===== config.mk =====
export PLATFORM = sky130hd
export DESIGN_NAME = hier_leaf_stage
export DESIGN_NICKNAME = d
export VERILOG_FILES = /design/src/rtl/hier_leaf_stage.sv
export SDC_FILE = /design/constraint.sdc
export NUM_CORES = 1
export LEC_CHECK = 0
export CORE_ASPECT_RATIO = 1.2
export CORE_MARGIN = 3
export CORE_UTILIZATION = 49
export DETAILED_ROUTE_END_ITERATION = 10
export PLACE_DENSITY = 0.79
export SYNTH_ARGS = -nofsm -noshare
export SYNTH_HDL_FRONTEND = slang
export SYNTH_SLANG_ARGS = --single-unit

===== constraint.sdc =====
create_clock -name clk -period 1.91 [get_ports clk]
set_clock_uncertainty 0.05 [all_clocks]
set_input_delay 0.191 -clock clk [delete_from_list [all_inputs] [get_ports clk]]
set_output_delay 0.191 -clock clk [all_outputs]
set_load 0.01 [all_outputs]

===== src/rtl/hier_leaf_stage.sv =====
// -----------------------------------------------------------------------------
// hier_leaf_stage
//
// Terminal stage of a generated hierarchy. Accepts a valid/ready stream,
// holds up to two beats in a skid buffer (head + tail registers) and forwards
// them downstream tagged with the static instance index. A saturating counter
// records how many beats have been delivered downstream.
//
// Handshake: a beat moves on a clock edge where valid and ready are both high
// on that interface. The producer keeps valid and data stable until ready is
// seen. out_valid and in_ready come from registers and never depend
// combinationally on in_valid or out_ready. in_ready is additionally held low
// while rst is high, so a beat offered during reset is never taken.
//
// Optional feature macro: HIER_LEAF_PARITY_EN
//   When defined, each entry carries an even-parity bit (^data), computed at
//   push and presented on out_parity together with its data.
//
// Parameters:
//   DATA_W  payload width
//   INST_ID instance index, driven on out_tag
//   CNT_W   width of the delivered-beat counter
//
// Ports:
//   clk, rst              clock, synchronous active-high reset
//   in_valid/in_ready     upstream handshake, in_data payload
//   out_valid/out_ready   downstream handshake, out_data payload (buffer head)
//   out_tag               constant INST_ID[3:0]
//   beat_count            saturating count of downstream handshakes
//   cnt_sat               sticky flag, set when beat_count reaches all-ones
//   dbg_state             occupancy state (0 empty, 1 one entry, 2 full)
//   out_parity            parity of out_data (HIER_LEAF_PARITY_EN only)
// -----------------------------------------------------------------------------
module hier_leaf_stage #(
    parameter int DATA_W  = 16,
    parameter int INST_ID = 0,
    parameter int CNT_W   = 16
) (
    input  logic              clk,
    input  logic              rst,
    input  logic              in_valid,
    output logic              in_ready,
    input  logic [DATA_W-1:0] in_data,
    output logic              out_valid,
    input  logic              out_ready,
    output logic [DATA_W-1:0] out_data,
    output logic [3:0]        out_tag,
    output logic [CNT_W-1:0]  beat_count,
    output logic              cnt_sat,
    output logic [1:0]        dbg_state
`ifdef HIER_LEAF_PARITY_EN
    ,
    output logic              out_parity
`endif
);

    typedef enum logic [1:0] {
        EMPTY = 2'd0,
        ONE   = 2'd1,
        FULL  = 2'd2
    } state_t;

    localparam logic [CNT_W-1:0] CNT_MAX = '1;
    localparam logic [CNT_W-1:0] CNT_PRE = CNT_MAX - 1'b1;

    state_t            state_q;
    state_t            state_d;
    logic [DATA_W-1:0] head_q;
    logic [DATA_W-1:0] tail_q;
    logic              in_ready_q;
    logic              out_valid_q;
    logic [CNT_W-1:0]  cnt_q;
    logic              sat_q;

    logic              push;
    logic              pop;
    logic              load_head_in;  // incoming beat goes straight to head
    logic              load_tail_in;  // incoming beat parks in tail
    logic              move_tail;     // tail advances into head

    assign in_ready   = in_ready_q & ~rst;
    assign out_valid  = out_valid_q;
    assign out_data   = head_q;
    assign out_tag    = 4'(INST_ID);
    assign beat_count = cnt_q;
    assign cnt_sat    = sat_q;
    assign dbg_state  = state_q;

    assign push = in_valid & in_ready;
    assign pop  = out_valid_q & out_ready;

    // Next-state and datapath steering
    always_comb begin
        state_d      = state_q;
        load_head_in = 1'b0;
        load_tail_in = 1'b0;
        move_tail    = 1'b0;
        case (state_q)
            EMPTY: begin
                if (push) begin
                    state_d      = ONE;
                    load_head_in = 1'b1;
                end
            end
            ONE: begin
                if (push && pop) begin
                    // head leaves and is replaced in the same cycle
                    load_head_in = 1'b1;
                end else if (push) begin
                    state_d      = FULL;
                    load_tail_in = 1'b1;
                end else if (pop) begin
                    state_d = EMPTY;
                end
            end
            FULL: begin
                if (pop) begin
                    state_d   = ONE;
                    move_tail = 1'b1;
                end
            end
            default: state_d = EMPTY;
        endcase
    end

    always_ff @(posedge clk) begin
        if (rst) begin
            state_q     <= EMPTY;
            head_q      <= '0;
            tail_q      <= '0;
            out_valid_q <= 1'b0;
            in_ready_q  <= 1'b1;
            cnt_q       <= '0;
            sat_q       <= 1'b0;
        end else begin
            state_q     <= state_d;
            // Handshake flags are decoded from the next state so they are
            // registered and line up with the occupancy they describe.
            out_valid_q <= (state_d != EMPTY);
            in_ready_q  <= (state_d != FULL);
            if (load_head_in) begin
                head_q <= in_data;
            end else if (move_tail) begin
                head_q <= tail_q;
            end
            if (load_tail_in) begin
                tail_q <= in_data;
            end
            if (pop && (cnt_q != CNT_MAX)) begin
                cnt_q <= cnt_q + 1'b1;
                // flag rises on the same edge the count lands on all-ones
                if (cnt_q == CNT_PRE) begin
                    sat_q <= 1'b1;
                end
            end
        end
    end

`ifdef HIER_LEAF_PARITY_EN
    logic head_par_q;
    logic tail_par_q;

    assign out_parity = head_par_q;

    // Parity travels with its entry using the same steering as the data.
    always_ff @(posedge clk) begin
        if (rst) begin
            head_par_q <= 1'b0;
            tail_par_q <= 1'b0;
        end else begin
            if (load_head_in) begin
                head_par_q <= ^in_data;
            end else if (move_tail) begin
                head_par_q <= tail_par_q;
            end
            if (load_tail_in) begin
                tail_par_q <= ^in_data;
            end
        end
    end
`endif

endmodule


==> key figures <==
Run status
  – Status: completed

Yosys
  – Mean Syn Cell Area: 8.87 um^2
  – Post-synth ARST share: 0%
  – Top_reg_cell synth: dfxtp_1
  – EDFF count, synth: 0
  – Synth Instances: 279
  – Yosys warnings: 0
  – Count of different cell masters after synthesis: 40
  – Top-count cell post-synth: dfxtp_1
  – #FFs+latches synth: 53
  – Synth top area cells: dfxtp_1, mux2i_1, nor2_1, a311oi_1, nand3_1
  – Most common library cells after synthesis: dfxtp_1, nor2_1, nand2_1, nand3_1
  – Largest area contributor in the synthesized netlist: dfxtp_1
  – Sequential-to-total area share from yosys stat: 42.9%
  – Share of the synthesized area in the top cell type: 42.9%
  – Post-Syn Area: 2470 um^2

Timing
  – Final Hold Viols: 0
  – Worst setup margin: 0.236 ns
  – Final setup fails: 0
  – RSZ-0062 raised after global routing: false
  – Tcrit/Tclk final: 87.7%
  – Peak Freq: 0.597 GHz
  – Hold Slack: 0.196 ns
  – Pins Over Slew Limit: 0
  – Final setup TNS: 0 ns
  – Post-layout min period: 1.67 ns

Setup path
  – Worst path bufs/invs: 0
  – Crit path capture: beat_count[14]
  – CP peak stage delay: 0.53 ns
  – Start of the worst register-to-register path: beat_count[2]
  – CP required: 2.10 ns
  – CP Launch Type: flip-flop
  – CP endpoint kind: flip-flop
  – Worst-path maximum fanout: 8
  – R2R depth: 4
  – CP cell instances: and4_4, o211ai_4, or4_1, a21oi_1
  – CP top delay family: simple AND/OR/NAND/NOR gates
  – Slowest-stage cell, CP: or4_1
  – Critical R2R Capture: beat_count[14]
  – WP data arrival: 1.87 ns
  – R2r setup slk: 0.24 ns
  – Crit Path Class: reg -> reg
  – Critical path startpoint: beat_count[2]
  – CP Depth: 4

Power and ir drop
  – Leak: 1.28 nW
  – Pwr dens: 673 nW/um^2
  – Worst VDD drop: 504 uV
  – Power, Total: 2.18 mW

Finish
  – Final instance area: 3240 um^2
  – Diodes inserted: 0
  – Final net count: 362
  – Ratio of cells with drive above 1 in the final layout: 11.1%
  – Fillers: 425
  – Syn-to-layout area delta: 30.8%

Floorplan
  – Die Y: 83.8 um
  – Ports: 61
  – Die X: 70.9 um
  – DIE AREA: 5940 um^2
  – Row count: 27
  – Initial core utilization: 52.3%
  – Core footprint: 4730 um^2

Clock tree
  – Post-CTS Setup Repair Bufs: 0
  – TritonCTS Buffers: 5
  – H-Tree Depth: 2
  – Cts hold-fix bufs: 0
  – Clk buf depth: 2
  – Clock transition at path regs: 0.09 ns
  – CTS resizes: 0
  – Clk_lat worst skew: 0.31 ns
  – Num Clock Sinks: 53
  – Root Driver: clkbuf_8
  – CTS tree: done

Place
  – I/O Buffers: 56
  – HPWL Detailed: 4110 um
  – Dpl ws: 0.0462 ns
  – Post-place instance area: 3150 um^2
  – Routability cong.: 0.850

Global routing
  – Total GRT Usage: 21.0%
  – First-pass GRT wire length: 10200 um
  – Vias in the first global route: 2221
  – Pin count of the biggest net entering global routing: 41
  – Antenna violations before repair: 0
  – Grt total ovfl: 0

Run
  – Maxcap violations: 0

Hold path
  – Hold Path Class: in -> reg
  – Cells on Worst Hold Path: 2

Routing
  – Via density: 5.66
  – Via count: 2257
  – Initial DRC Count: 136
  – WL/cell: 14.8 um
  – ANT nets after route: 0
  – DRC violations left: 0
  – DR pass1 iterations: 4
  – Final WL: 5890 um
registers in the layout, summed over array words and instances (netlist names):
signal,flops
beat_count,16
dbg_state,2
tail_q,16
cnt_sat,1
out_valid,1
out_data,16
in_ready_q,1
logic make-up (layout without fill, tap and decap cells):
| logic type | Yosys count | count (layout) | synth area share (%) |
|---|---|---|---|
| muxes | 20 | 20 | 8.24 |
| DFF | 53 | 53 | 42.9 |
| adders and majority gates | 2 | 2 | 1.01 |
| buffers and inverters | 27 | 86 | 6.02 |
| AOI/OAI and AO/OA | 51 | 51 | 15.0 |
| other | 1 | 4 | 0.152 |
| and+or+nand+nor | 125 | 125 | 26.7 |
placed cells by master, fill, tap and decap left out, drive strengths merged:
cell	instances
a211oi	2
a21bo	1
a21o	1
a21oi	17
a311oi	16
a31oi	2
a41oi	1
and2	2
and3b	1
and4	3
buf	18
clkbuf	6
clkdlybuf4s50	55
clkinvlp	2
conb	4
dfxtp	53
ha	2
inv	5
mux2	3
mux2i	17
nand2	26
nand3	22
nand3b	1
nand4	5
nor2	43
nor2b	4
nor3	3
nor4	2
o211ai	1
o21ai	2
o31ai	8
or3	7
or3b	1
or4	5
per-layer routing:
| layer | share of wire [%] | vias up | GRT usage [%] | routed length (um) |
|---|---|---|---|---|
| met4 | 1.9 | 0 | 7.18 | 109 |
| met1 | 44 | 1063 | 25.7 | 2580 |
| met5 | 0 | - | 0 | 0 |
| met3 | 4.2 | 14 | 3.98 | 249 |
| li1 | - | 1124 | - | - |
| met2 | 50 | 56 | 36.2 | 2960 |
stage by stage:
stage | std cells | util (%)
floorplan | 282 | -
global placement | 391 | 66.6
detailed placement | 391 | 66.6
CTS | 399 | 68.4
global route | 399 | 68.4
finish | 399 | 68.4
report_power, final:
part           leakage [nW]  switching, mW  total (mW)  internal (mW)
clock                0.0374          0.374       0.633          0.259
combinational         0.809          0.171       0.356          0.185
sequential            0.431         0.0336        1.19           1.16
worst min path at each step:
stage / from / endpoint / slack, ns
2_1_floorplan: in_data[0] / tail_q[0] / 0.28
3_3_place_gp: out_data[14] / out_data[14] / 0.42
3_5_place_dp: out_data[10] / out_data[10] / 0.43
4_1_cts: rst / tail_q[5] / 0.19
5_1_grt: rst / tail_q[0] / 0.20
6_report: rst / out_valid / 0.20
area by class of cell:
cell class,instances,area (um^2),area share [%]
timing repair buffer,73,721,22.3
inverter,5,18.8,0.580
tap,58,72.6,2.24
multi-input combinational,202,1270,39.4
clock buffer,6,72.6,2.24
sequential,53,1060,32.8
clock inverter,2,15.0,0.464
No activity file was read; power rests on OpenSTA's default activity.
